$ cat src/rtl/seq_mdu.sv
// seq_mdu: multi-cycle multiply/divide unit for the execute stage.
// Implements mullw/mulhw/mulhwu/divw/divwu using a radix-2 iterative
// datapath: shift-add on magnitudes for multiply, restoring shift-subtract
// on magnitudes for divide. Sign correction, overflow detection and the CR0
// field are all computed in a single fix-up cycle.
//
// Ports:
//   clk, rst      rising-edge clock, asynchronous active-high reset
//   start         request; taken only in IDLE with flush=0 and no done pulse
//   flush         abort the in-flight operation
//   Op            operation code, sampled with start
//   A, B          operands (bit 0 = MSB), sampled with start
//   so_in         current XER[SO], sampled with start
//   busy          operation in flight (pipeline stalls on it)
//   done          one-cycle completion pulse
//   C             result (bit 0 = MSB)
//   OV            overflow of the completed operation
//   D             CR0 field {LT,GT,EQ,SO}

`ifndef MDUOp_WIDTH
`define MDUOp_WIDTH 3
`endif
`ifndef MDUOp_MULW
`define MDUOp_MULW 0
`endif
`ifndef MDUOp_MULH
`define MDUOp_MULH 1
`endif
`ifndef MDUOp_MULHU
`define MDUOp_MULHU 2
`endif
`ifndef MDUOp_DIVW
`define MDUOp_DIVW 3
`endif
`ifndef MDUOp_DIVWU
`define MDUOp_DIVWU 4
`endif

module seq_mdu #(
    parameter int unsigned WIDTH    = 32,
    parameter int unsigned OP_WIDTH = `MDUOp_WIDTH
) (
    input  logic                clk,
    input  logic                rst,
    input  logic                start,
    input  logic                flush,
    input  logic [OP_WIDTH-1:0] Op,
    input  logic [0:WIDTH-1]    A,
    input  logic [0:WIDTH-1]    B,
    input  logic                so_in,
    output logic                busy,
    output logic                done,
    output logic [0:WIDTH-1]    C,
    output logic                OV,
    output logic [3:0]          D
);

    localparam int unsigned PW    = 2 * WIDTH;
    localparam int unsigned CNT_W = $clog2(WIDTH + 1);

    localparam logic [1:0] S_IDLE = 2'd0;
    localparam logic [1:0] S_CALC = 2'd1;
    localparam logic [1:0] S_FIX  = 2'd2;
    localparam logic [1:0] S_DONE = 2'd3;

    localparam logic [OP_WIDTH-1:0] OP_MULW  = OP_WIDTH'(`MDUOp_MULW);
    localparam logic [OP_WIDTH-1:0] OP_MULH  = OP_WIDTH'(`MDUOp_MULH);
    localparam logic [OP_WIDTH-1:0] OP_MULHU = OP_WIDTH'(`MDUOp_MULHU);
    localparam logic [OP_WIDTH-1:0] OP_DIVW  = OP_WIDTH'(`MDUOp_DIVW);
    localparam logic [OP_WIDTH-1:0] OP_DIVWU = OP_WIDTH'(`MDUOp_DIVWU);

    // Control and latched-operand state
    logic [1:0]          state_q, state_d;
    logic [CNT_W-1:0]    cnt_q, cnt_d;
    logic [OP_WIDTH-1:0] op_q, op_d;
    logic                a_neg_q, a_neg_d;
    logic                b_neg_q, b_neg_d;
    logic                b_zero_q, b_zero_d;
    logic                smin_m1_q, smin_m1_d;
    logic                so_q, so_d;

    // Iterative datapath: acc = {partial product | remainder, multiplier | quotient}
    logic [WIDTH-1:0]    mcand_q, mcand_d;
    logic [PW-1:0]       acc_q, acc_d;

    // Registered outputs
    logic                busy_q, busy_d;
    logic                done_q, done_d;
    logic [WIDTH-1:0]    c_q, c_d;
    logic                ov_q, ov_d;
    logic [3:0]          cr_q, cr_d;

    // Combinational helpers
    logic [WIDTH-1:0]    a_in, b_in, a_mag, b_mag;
    logic                in_signed, accept, is_div, neg;
    logic [WIDTH:0]      mul_sum, div_trial;
    logic [PW-1:0]       prod_s;
    logic [WIDTH-1:0]    quo_s, res;
    logic                ovf, lt, eq;

    // State and datapath registers
    always_ff @(posedge clk or posedge rst) begin
        if (rst) begin
            state_q   <= S_IDLE;
            cnt_q     <= '0;
            op_q      <= '0;
            a_neg_q   <= 1'b0;
            b_neg_q   <= 1'b0;
            b_zero_q  <= 1'b0;
            smin_m1_q <= 1'b0;
            so_q      <= 1'b0;
            mcand_q   <= '0;
            acc_q     <= '0;
            busy_q    <= 1'b0;
            done_q    <= 1'b0;
            c_q       <= '0;
            ov_q      <= 1'b0;
            cr_q      <= '0;
        end else begin
            state_q   <= state_d;
            cnt_q     <= cnt_d;
            op_q      <= op_d;
            a_neg_q   <= a_neg_d;
            b_neg_q   <= b_neg_d;
            b_zero_q  <= b_zero_d;
            smin_m1_q <= smin_m1_d;
            so_q      <= so_d;
            mcand_q   <= mcand_d;
            acc_q     <= acc_d;
            busy_q    <= busy_d;
            done_q    <= done_d;
            c_q       <= c_d;
            ov_q      <= ov_d;
            cr_q      <= cr_d;
        end
    end

    // Operand conditioning, one iteration step, fix-up result, next state
    always_comb begin
        state_d   = state_q;
        cnt_d     = cnt_q;
        op_d      = op_q;
        a_neg_d   = a_neg_q;
        b_neg_d   = b_neg_q;
        b_zero_d  = b_zero_q;
        smin_m1_d = smin_m1_q;
        so_d      = so_q;
        mcand_d   = mcand_q;
        acc_d     = acc_q;
        busy_d    = 1'b0;
        done_d    = 1'b0;
        c_d       = c_q;
        ov_d      = ov_q;
        cr_d      = cr_q;

        a_in      = A;
        b_in      = B;
        in_signed = (Op == OP_MULW) || (Op == OP_MULH) || (Op == OP_DIVW);
        a_mag     = (in_signed && a_in[WIDTH-1]) ? -a_in : a_in;
        b_mag     = (in_signed && b_in[WIDTH-1]) ? -b_in : b_in;
        // No accept during the done pulse so the next start lands the cycle after it
        accept    = (state_q == S_IDLE) && start && !flush && !done_q;

        is_div    = (op_q == OP_DIVW) || (op_q == OP_DIVWU);
        mul_sum   = {1'b0, acc_q[PW-1:WIDTH]} +
                    (acc_q[0] ? {1'b0, mcand_q} : (WIDTH+1)'(0));
        // Shifted partial remainder minus divisor; bit WIDTH set means borrow
        div_trial = {acc_q[PW-1:WIDTH], acc_q[WIDTH-1]} - {1'b0, mcand_q};

        neg       = a_neg_q ^ b_neg_q;
        prod_s    = neg ? -acc_q : acc_q;
        quo_s     = neg ? -acc_q[WIDTH-1:0] : acc_q[WIDTH-1:0];
        res       = '0;
        ovf       = 1'b0;
        case (op_q)
            OP_MULW: begin
                res = prod_s[WIDTH-1:0];
                ovf = (prod_s[PW-1:WIDTH] != {WIDTH{prod_s[WIDTH-1]}});
            end
            OP_MULH:  res = prod_s[PW-1:WIDTH];
            OP_MULHU: res = acc_q[PW-1:WIDTH];
            OP_DIVW: begin
                if (b_zero_q || smin_m1_q) begin
                    ovf = 1'b1;
                end else begin
                    res = quo_s;
                end
            end
            OP_DIVWU: begin
                if (b_zero_q) begin
                    ovf = 1'b1;
                end else begin
                    res = acc_q[WIDTH-1:0];
                end
            end
            default: res = '0;
        endcase
        lt = res[WIDTH-1];
        eq = (res == '0);

        case (state_q)
            S_IDLE: begin
                if (accept) begin
                    state_d   = S_CALC;
                    cnt_d     = '0;
                    op_d      = Op;
                    a_neg_d   = in_signed && a_in[WIDTH-1];
                    b_neg_d   = in_signed && b_in[WIDTH-1];
                    b_zero_d  = (b_in == '0);
                    smin_m1_d = (a_in == {1'b1, {(WIDTH-1){1'b0}}}) && (&b_in);
                    so_d      = so_in;
                    mcand_d   = b_mag;
                    acc_d     = {{WIDTH{1'b0}}, a_mag};
                    busy_d    = 1'b1;
                end
            end
            S_CALC: begin
                if (flush) begin
                    state_d = S_IDLE;
                end else begin
                    busy_d = 1'b1;
                    if (is_div) begin
                        if (!div_trial[WIDTH]) begin
                            acc_d = {div_trial[WIDTH-1:0], acc_q[WIDTH-2:0], 1'b1};
                        end else begin
                            acc_d = {acc_q[PW-2:0], 1'b0};
                        end
                    end else begin
                        acc_d = {mul_sum, acc_q[WIDTH-1:1]};
                    end
                    cnt_d = cnt_q + CNT_W'(1);
                    if (cnt_q == CNT_W'(WIDTH - 1)) begin
                        state_d = S_FIX;
                    end
                end
            end
            S_FIX: begin
                state_d = S_IDLE;
                if (!flush) begin
                    state_d = S_DONE;
                    c_d     = res;
                    ov_d    = ovf;
                    cr_d    = {lt, !lt && !eq, eq, so_q | ovf};
                end
            end
            S_DONE: begin
                state_d = S_IDLE;
                done_d  = 1'b1;
            end
            default: state_d = S_IDLE;
        endcase
    end

    assign busy = busy_q;
    assign done = done_q;
    assign C    = c_q;
    assign OV   = ov_q;
    assign D    = cr_q;

endmodule

$ cat config.mk
export PLATFORM = sky130hd
export DESIGN_NAME = seq_mdu
export DESIGN_NICKNAME = d
export VERILOG_FILES = /design/src/rtl/seq_mdu.sv
export SDC_FILE = /design/constraint.sdc
export NUM_CORES = 1
export LEC_CHECK = 0
export BUFFER_PORTS_ARGS = -buffer_cell sky130_fd_sc_hd__buf_2
export CAP_MARGIN = 20
export CORE_ASPECT_RATIO = 1.75
export CORE_MARGIN = 4
export CORE_UTILIZATION = 30
export CTS_CLUSTER_DIAMETER = 200
export DETAILED_ROUTE_END_ITERATION = 8
export GPL_ROUTABILITY_DRIVEN = 0
export PLACE_DENSITY = 0.46
export SLEW_MARGIN = 25
export SYNTH_ARGS = -nofsm -noshare
export SYNTH_HDL_FRONTEND = slang
export SYNTH_SLANG_ARGS = --single-unit
$ cat constraint.sdc
create_clock -name clk -period 3.9 [get_ports clk]
set_input_delay 0.195 -clock clk [delete_from_list [all_inputs] [get_ports clk]]
set_output_delay 0.195 -clock clk [all_outputs]
set_load 0.1 [all_outputs]
; Word-level counts from Yosys, hierarchy flattened
; Cells that the tools add are included.
[op_classes]
add_sub_neg = 7
n_eq_ne = 15
muxes = 28
bitwise = 3
reduce_logical = 26
[ops]
columns = cell, count
row1 = $mux W64, 5
row2 = $mux W32, 6
row3 = $pmux W32 S5, 1
row4 = $pmux W64 S2, 1
row5 = $neg A32 Y32, 3
row6 = $logic_not A32 Y1, 2
row7 = $neg A64 Y64, 1
row8 = $add A32 B32 Y33, 1
row9 = $sub A33 B32 Y33, 1
row10 = $eq A32 B32 Y1 const B, 1
row11 = $ne A32 B32 Y1, 1
row12 = $reduce_and A32 Y1, 1
row13 = $mux W6, 2
row14 = $pmux W6 S2, 1
row15 = $eq A3 B2 Y1 const B, 3
row16 = $mux W2, 4
row17 = $pmux W2 S4, 1
row18 = $logic_and A1 B1 Y1, 7
row19 = $add A6 B1 Y6 const B, 1
row20 = $eq A3 B1 Y1 const B, 2
row21 = $eq A6 B5 Y1 const B, 1
row22 = $logic_not A3 Y1, 2
row23 = $reduce_and A2 Y1, 3
row24 = $mux W1, 5
row25 = other kinds (15), 23
[word_totals]
reg_bits = 151
out_inout_bits = 39
word_cells = 94

; Depth between registers and ports, before layout
; Gate-level depths: netlist (run 1).
[depth]
depth_word = 7
depth_mapped = 15

; Least setup slack after synthesis (run 1)
; No wires, ideal clock.
[synth_path]
path_type = register to register
startpoint = register acc_q[31]
endpoint = register acc_q[62]
setup_ns = 0.131
arrival_time_ns = 3.602
slack_ns = 0.168
path_stages_with_launch = 16
path_cell_list = dfrtp_1 clkinv_1 ha_1 inv_1 fa_1 a211oi_1 o21ai_0 a211o_1 nand3_1 a31oi_1 o2111ai_1 mux2_2 nor2_1 clkbuf_1 mux2i_1 nand3_1
[synth_via]
elab_chain_len = 5
[synth_rtl]
columns = element, line
row1 = "start, declared", 84  ; logic [PW-1:0] acc_q, acc_d;
row2 = "start signal, assigned", 113  ; acc_q <= '0;
row3 = "start signal, assigned", 129  ; acc_q <= acc_d;
row4 = $sub A33 B32 Y33, 168  ; div_trial = {acc_q[PW-1:WIDTH], acc_q[WIDTH-1]} - {1'b0, mcand_q};
row5 = $mux W64, 223  ; if (!div_trial[WIDTH]) begin
row6 = $mux W64, 222  ; if (is_div) begin
row7 = $mux W64, 218  ; if (flush) begin
row8 = $pmux W64 S2, 201  ; case (state_q)
; Every way passes these cells. The select of a mux whose other input is x is not followed.
; A chain may end at the register's enable or synchronous reset.

; Final worst setup path (run 1)
[layout_path]
startpoint = register acc_q[1]
endpoint = register cr_q[2] (netlist: D[2])
[layout_via]
elab_chain_len = 7
word_cells_on_any_way = 11
cone_classes = add/sub: 2 / mux: 5 / reduce/logical: 4
[layout_rtl]
columns = element, line
row1 = $neg A32 Y32, 172  ; quo_s = neg ? -acc_q[WIDTH-1:0] : acc_q[WIDTH-1:0];
row2 = $mux W32, 172
row3 = $mux W32, 183  ; if (b_zero_q || smin_m1_q) begin
row4 = $pmux W32 S5 *, 175  ; case (op_q)
row5 = $logic_not A32 Y1, 199  ; eq = (res == '0);
row6 = $logic_not A1 Y1, 243  ; cr_d = {lt, !lt && !eq, eq, so_q | ovf};
row7 = $logic_and A1 B1 Y1 *, 243
row8 = "end signal, assigned", 134  ; cr_q <= cr_d;
row9 = "end, declared", 91  ; logic [3:0] cr_q, cr_d;
; Mark *: on every way between the ends. The rest lies on a longest branch, timed or not.

==> results of run 1 <==
==> cell families (layout without fill, tap and decap cells) <==
logic type / Yosys count / in the layout / share of synthesized area (%)
adder cells (fa/ha/maj): 71 / 71 / 6.09
XOR/XNOR: 155 / 155 / 9.15
AND/OR/NAND/NOR: 751 / 751 / 25.1
multiplexers: 25 / 25 / 1.71
buffers and inverters: 203 / 387 / 5.39
AO/OA/AOI/OAI: 635 / 635 / 27.2
flip-flops: 150 / 150 / 25.3
==> metal layers <==
metal,GRT usage (%),share of wire (%),vias up
met5,0,0,-
met4,15.3,7.4,0
met3,2.96,4.4,204
met1,26.0,36,7703
met2,44.5,52,593
li1,-,-,7649
==> timing repair <==
item	CTS	global route
hold endpoints to repair	97	0
gates cloned	0	0
gates resized for setup	5	19
pin swaps	1	9
hold buffers	4	0
buffers inserted	2	4
endpoints found under the setup margin	4	30
==> critical path, cell delays in order, from the launching register on <==
cell and delay [ps]:
dfrtp_2 490, inv_1 100, ha_1 190, nor3b_4 310, buf_4 170, nand4_1 130
nor4_2 360, buf_4 240, a211oi_1 90, a31oi_1 320, nor2_1 140, or4_1 490
nor4_1 280, nand4_1 180, a22o_1 210
==> layout by cell type (no fill, tap or decap), types with 7 or more instances in the layout <==
cell	instances
o21a_1	14
a211oi_1	23
a221oi_1	8
nor3_1	57
dfrtp_1	148
and2_1	11
xnor2_1	88
and3_1	22
buf_4	172
buf_12	7
nand2_1	271
buf_2	110
a21o_1	27
o221ai_1	7
a31oi_1	38
clkbuf_16	17
nor2b_1	9
ha_1	69
o21ai_0	223
mux2i_1	22
or4_1	14
nor4_2	7
a22oi_1	21
o21bai_1	11
inv_1	59
xor2_1	65
nor4_1	21
o211ai_1	32
nand3_1	55
nand2b_1	14
o31ai_1	25
and4_1	8
or2_2	12
nor2_1	146
a21oi_1	110
o41ai_1	12
a22o_1	9
nand4_1	34
or3_1	21
==> how the worst max path moves through the flow <==
stage | to | slack (ps) | cells past startpoint
global route | OV$_DFFE_PP0P_ | -20 | 15
CTS | OV$_DFFE_PP0P_ | 0.8 | 13
floorplan | acc_q[62]$_DFFE_PP0P_ | 170 | 15
finish | D[2]$_DFFE_PP0P_ | 90 | 14
detailed placement | D[2]$_DFFE_PP0P_ | -320 | 12
global placement | D[2]$_DFFE_PP0P_ | -370 | 12
==> area by class of cell <==
cell class	count	area [sq um]	area share, %
clock buffers	18	439	2.45
clock inverters	12	203	1.13
inverters	62	236	1.32
multi-input cells	1637	10400	58.2
flip-flops and latches	150	3760	20.9
well taps	654	818	4.56
repair buffers	295	2040	11.4
==> per-stage QoR <==
| stage | cell area [sq um] | utilization [%] |
|---|---|---|
| after floorplan | 14800 | - |
| final | 17900 | 36.7 |
| after CTS | 17800 | 36.5 |
| after detailed placement | 17100 | 35.0 |
| after global placement | 17100 | 35.0 |
| after global routing | 17900 | 36.7 |
==> sequential cells by signal, indices dropped and copies added, names as in the netlist <==
signal     flops
acc_q         64
C             32
mcand_q       32
cnt_q          6
D              3
op_q           3
state_q        2
OV             1
a_neg_q        1
b_neg_q        1
b_zero_q       1
busy           1
done           1
smin_m1_q      1
so_q           1
==> power by group through the flow <==
stage | Combinational [mW] | Sequential (mW) | Clock, mW
floorplan | 5.43 | 2.37 | 0
global placement | 8.63 | 2.45 | 0
detailed placement | 8.64 | 2.46 | 0
CTS | 8.73 | 2.44 | 1.93
global route | 9.63 | 2.50 | 1.99
finish | 8.97 | 2.45 | 1.89
==> run metrics, run 1 <==
hpwl dp=51800 microns; clock tree root buffer cell=clkbuf_16; fin. max-slew vios=0; crit path from=acc_q[1]$_DFFE_PP0P_; Die W=176 microns; diode count=0; minimum clock period=3810 ps; setup ws final=87.0 ps; FILL cells=5199; Die Area=53200 sq um; Max Cap Viol=0; clk_skew=11.0 ps; Hold Slack=14.9 ps; DR DRC count=0; fmax=0.262 GHz; Detailed Route WL=65400 microns; number of synthesized flops with an enable pin=0; Syn Std Cell Area=14800 sq um; overall global routing resource usage=24.2%; TritonCTS Buffers=17; Site Rows=107; port bufs=110; Reg2Reg Capture Point=D[2]$_DFFE_PP0P_; Switching Fraction=51.5%; reg2reg start=acc_q[1]$_DFFE_PP0P_; CTS H-tree lvls=4; Crit Path Max Fanout=9; R2R cell count=14; post-synthesis sequential element count=150; Die Ht=302 microns; Avg Cell Area, Syn=7.46 sq um; Clk pin slew, worst setup/hold paths=70 ps; placed insts=2788; share of cells above drive strength 1=18.1%; Fin. Hold Viols=0; drt pass-1 iters=6; VDD IR max=410 uV; Synthesis Warnings=0; Via Count=16149; Int Pwr=6.46 mW; I/O pin cnt=111; clock power share=14.2%; largest net degree at the start of global routing=94; Synth top area share=25.3%; Yosys cell types=87; DR iter-0 viols=1221; Clock Path Buffers=2; cell leakage power=7.81 nW; Syn Inst Count=1990; critical path class=flip-flop to flip-flop; RSZ-0062 raised after global routing=yes; R2R Setup Slk=90 ps; Worst Min Path Start=Op[0]; first-pass GRT wire length=99000 microns; Critical Path RT=4240 ps; crit share post-route=97.8%; via count of the first global-routing pass=15965; Hold Path Class=primary input to flip-flop; setup tns final=0 ps; Critical Path AT=4160 ps; Worst-Margin Slew=966 ps; starting density of the core=30.4%; part of the power in combinational logic=67.4%; PnR Total Power=13.3 mW; Worst slew margin=35.4%; ANT nets after route=0; layout net count=2306; status=completed; WHS Path Cells=3; final non-filler cell total=2828; pre-CTS worst setup slack=-325 ps; ranking of synthesized cells by area=dfrtp_1 (25%), o21ai_0 (7.6%), nand2_1 (6.9%), ha_1 (5.8%), xnor2_1 (5.3%); Avg WL per Cell=23.1 microns; Flop pwr share=18.4%; Congestion Overflow GR=0; Critical Path Sink Type=flip-flop; top post-synthesis cells by count=nand2_1 (271), o21ai_0 (225), dfrtp_1 (150), nor2_1 (148), clkbuf_1 (120); initial antenna violation count=0; Sw Pwr=6.85 mW; TritonCTS Sinks=150; sequential share of the synthesized area=25.3%; power per standard cell area=742 nW/um^2; Worst-Skew Late Latency=460 ps; syn_nets=2133; Most used DFF post-synth=dfrtp_1; final setup fails=0; hold path endpoint=op_q[0]$_DFFE_PP0P_; cell taking the most area after synthesis=dfrtp_1; TritonCTS clock tree=built; asr flop ratio synth=100%; Startpoint Class=flip-flop; core area=48900 sq um; vias per inst=5.71; Area growth syn-to-layout=20.8%; most numerous cell in the Yosys netlist=nand2_1
Note: power is estimated with default switching activity, not from simulation.
==> inputs of run 2 (changes only) <==
REMOVE_ABC_BUFFERS = 1   (was unset)
==> run 2 against run 1 <==
Global-route usage down 0.62 points. Clock skew fell by 2.1 ps. Sequential share of layout area decreased by 0.062 points.
==> run metrics, run 2 (synthesis gave the netlist of run 1 again) <==
placed insts=2812 (+0.86%); vias per inst=5.65 (-1.1%); Detailed Route WL=63700 microns (-2.7%); core area=48900 sq um (unchanged); VDD IR max=362 uV (-12%); final setup fails=0 (unchanged); Crit Path Max Fanout=6 (-3); Critical Path RT=4200 ps (-40 ps); Via Count=16108 (-0.25%); minimum clock period=3760 ps (-50.2 ps); Max Cap Viol=0 (unchanged); Startpoint Class=flip-flop; commonest non-fill, non-tap cell in the layout=nand2_1; largest net degree at the start of global routing=84 (-11%); Worst-Skew Late Latency=460 ps (about the same); Hold Slack=44.5 ps (+29.5 ps); drt pass-1 iters=5 (-1); crit share post-route=96.5% (-1.3 points); CP bufs+invs=0 (-3); post-layout util=36.8% (+0.084 points); share of cells above drive strength 1=18.4% (+0.26 points); hpwl dp=51000 microns (-1.5%); Die Ht=302 microns (unchanged); final non-filler cell total=2852 (+0.85%); Die W=176 microns (unchanged); CP max stage delay=470 ps (-20 ps); via count of the first global-routing pass=16333 (+2.3%); initial antenna violation count=0 (unchanged); cell chain of the critical path=and2_1 -> ha_1 -> fa_1 -> a211oi_2 -> o21ai_0 -> a31oi_1 -> o31ai_1 -> a31o_2 -> a221o_1 -> o22a_1 -> o41ai_1 -> a22o_1 -> a41oi_1; status=completed; FILL cells=5221 (+0.42%); clk_skew=8.97 ps (-2.07 ps); TritonCTS clock tree=built; Congestion Overflow GR=0 (unchanged); Fin. Hold Viols=0 (unchanged); CTS H-tree lvls=4 (unchanged); Sw Pwr=6.60 mW (-3.6%); Avg WL per Cell=22.3 microns (-3.5%); DR iter-0 viols=1274 (+4.3%); power per standard cell area=725 nW/um^2 (-2.4%); Hold Path Class=primary input to flip-flop; PnR Total Power=13.0 mW (-2.2%); diode count=0 (unchanged); clock power share=13.8% (-0.4 points); Clock Path Buffers=2 (unchanged); part of the power in combinational logic=67.7% (+0.3 points); Critical Path Sink Type=flip-flop; Int Pwr=6.42 mW (-0.72%); clock tree root buffer cell=clkbuf_16; Site Rows=107 (unchanged); overall global routing resource usage=23.6% (-0.62 points); Clk pin slew, worst setup/hold paths=60 ps (about the same); fmax=0.266 GHz (+1.3%); CP max stage cell=dfrtp_1; Worst-Margin Slew=1120 ps (+156 ps); Biggest register=acc_q; Switching Fraction=50.7% (-0.73 points); Critical Path AT=4060 ps (-100 ps); layout net count=2329 (+1.0%); Flop pwr share=18.5% (about the same); most frequent cells in the layout=nand2_1 (271), o21ai_0 (224), buf_4 (196), dfrtp_1 (150), nor2_1 (146); TritonCTS Buffers=17 (unchanged); setup ws final=137 ps (+50.2 ps); pre-CTS worst setup slack=-127 ps (+198 ps); Area growth syn-to-layout=21.1%; Worst slew margin=24.5% (-11 points); TritonCTS Sinks=150 (unchanged); critical path class=flip-flop to flip-flop; first-pass GRT wire length=97200 microns (-1.8%); port bufs=110 (unchanged); cell leakage power=7.88 nW (+0.89%); max reg flops=64 (unchanged); DR DRC count=0 (unchanged); ANT nets after route=0 (unchanged); CP top delay family=compound AO/OA/AOI/OAI gates; starting density of the core=30.4% (unchanged); I/O pin cnt=111 (unchanged); fin. max-slew vios=0 (unchanged); Die Area=53200 sq um (unchanged)
## run 2: changes by cell type in the layout (fill, tap and decap cells not counted), sizes merged
cell and delta:
clkbuf +1, bufinv -1, dlygate4sd3 +3, buf +20, inv +2, clkinvlp -4
clkinv +3
## run 2: power by group through the flow
| stage | registers [mW] | logic, mW | clock network (mW) |
|---|---|---|---|
| 6_report | 2.41 | 8.82 | 1.79 |
| 3_5_place_dp | 2.44 | 8.59 | 0 |
| 4_1_cts | 2.41 | 8.64 | 1.85 |
| 3_3_place_gp | 2.42 | 8.58 | 0 |
| 5_1_grt | 2.47 | 9.53 | 1.89 |
| 2_1_floorplan | 2.68 | 4.91 | 0 |
## run 2: final cells by class
| class | instances | area (sq um) | share of cell area (%) |
|---|---|---|---|
| multi-input cells | 1637 | 10400 | 57.7 |
| flip-flops and latches | 150 | 3750 | 20.9 |
| repair buffers | 318 | 2170 | 12.1 |
| well taps | 654 | 818 | 4.55 |
| clock buffers | 19 | 433 | 2.41 |
| inverters | 62 | 238 | 1.32 |
| clock inverters | 12 | 178 | 0.989 |
## run 2: through the flow
step	TNS (ps)	instance area (sq um)
after CTS	0	17900
after global routing	-7.01	18000
after floorplan	-92270	14300
after global placement	-100	17200
final	0	18000
after detailed placement	-161	17200
## run 2: routing by layer
metal,share of wire [%],global-route usage (%)
met2,52,44.0
met5,0,0
met4,8.0,16.7
met3,3.9,2.83
met1,36,24.2
## run 2: worst paths after layout
kind                       cells after the start            startpoint                endpoint  slack [ps]
min in group asynchronous                      3                   rst       C[22]$_DFFE_PP0P_         370
min reg2reg                                    2      C[3]$_DFFE_PP0P_        C[3]$_DFFE_PP0P_         470
max                                           13  acc_q[0]$_DFFE_PP0P_   acc_q[63]$_DFFE_PP0P_         140
min                                            3                 B[30]  mcand_q[1]$_DFFE_PP0P_          40
max reg2reg                                   13  acc_q[0]$_DFFE_PP0P_   acc_q[63]$_DFFE_PP0P_         140
max in group asynchronous                      4                   rst   acc_q[62]$_DFFE_PP0P_        2520
## run 2: timing repair
item | in CTS | in global routing
setup buffers | 0 | 2
cloned | 0 | 0
pin swaps | 0 | 4
hold endpoints to repair | 71 | 0
setup endpoints to repair | 2 | 35
resized for setup | 1 | 12
hold buffers | 7 | 0
## run 2: worst min-delay path: cells and delay by family
kind / cells / cell delay [ps]
AO/OA/AOI/OAI: 1 / 70
AND/OR/NAND/NOR: 1 / 60
buffers and inverters: 1 / 130
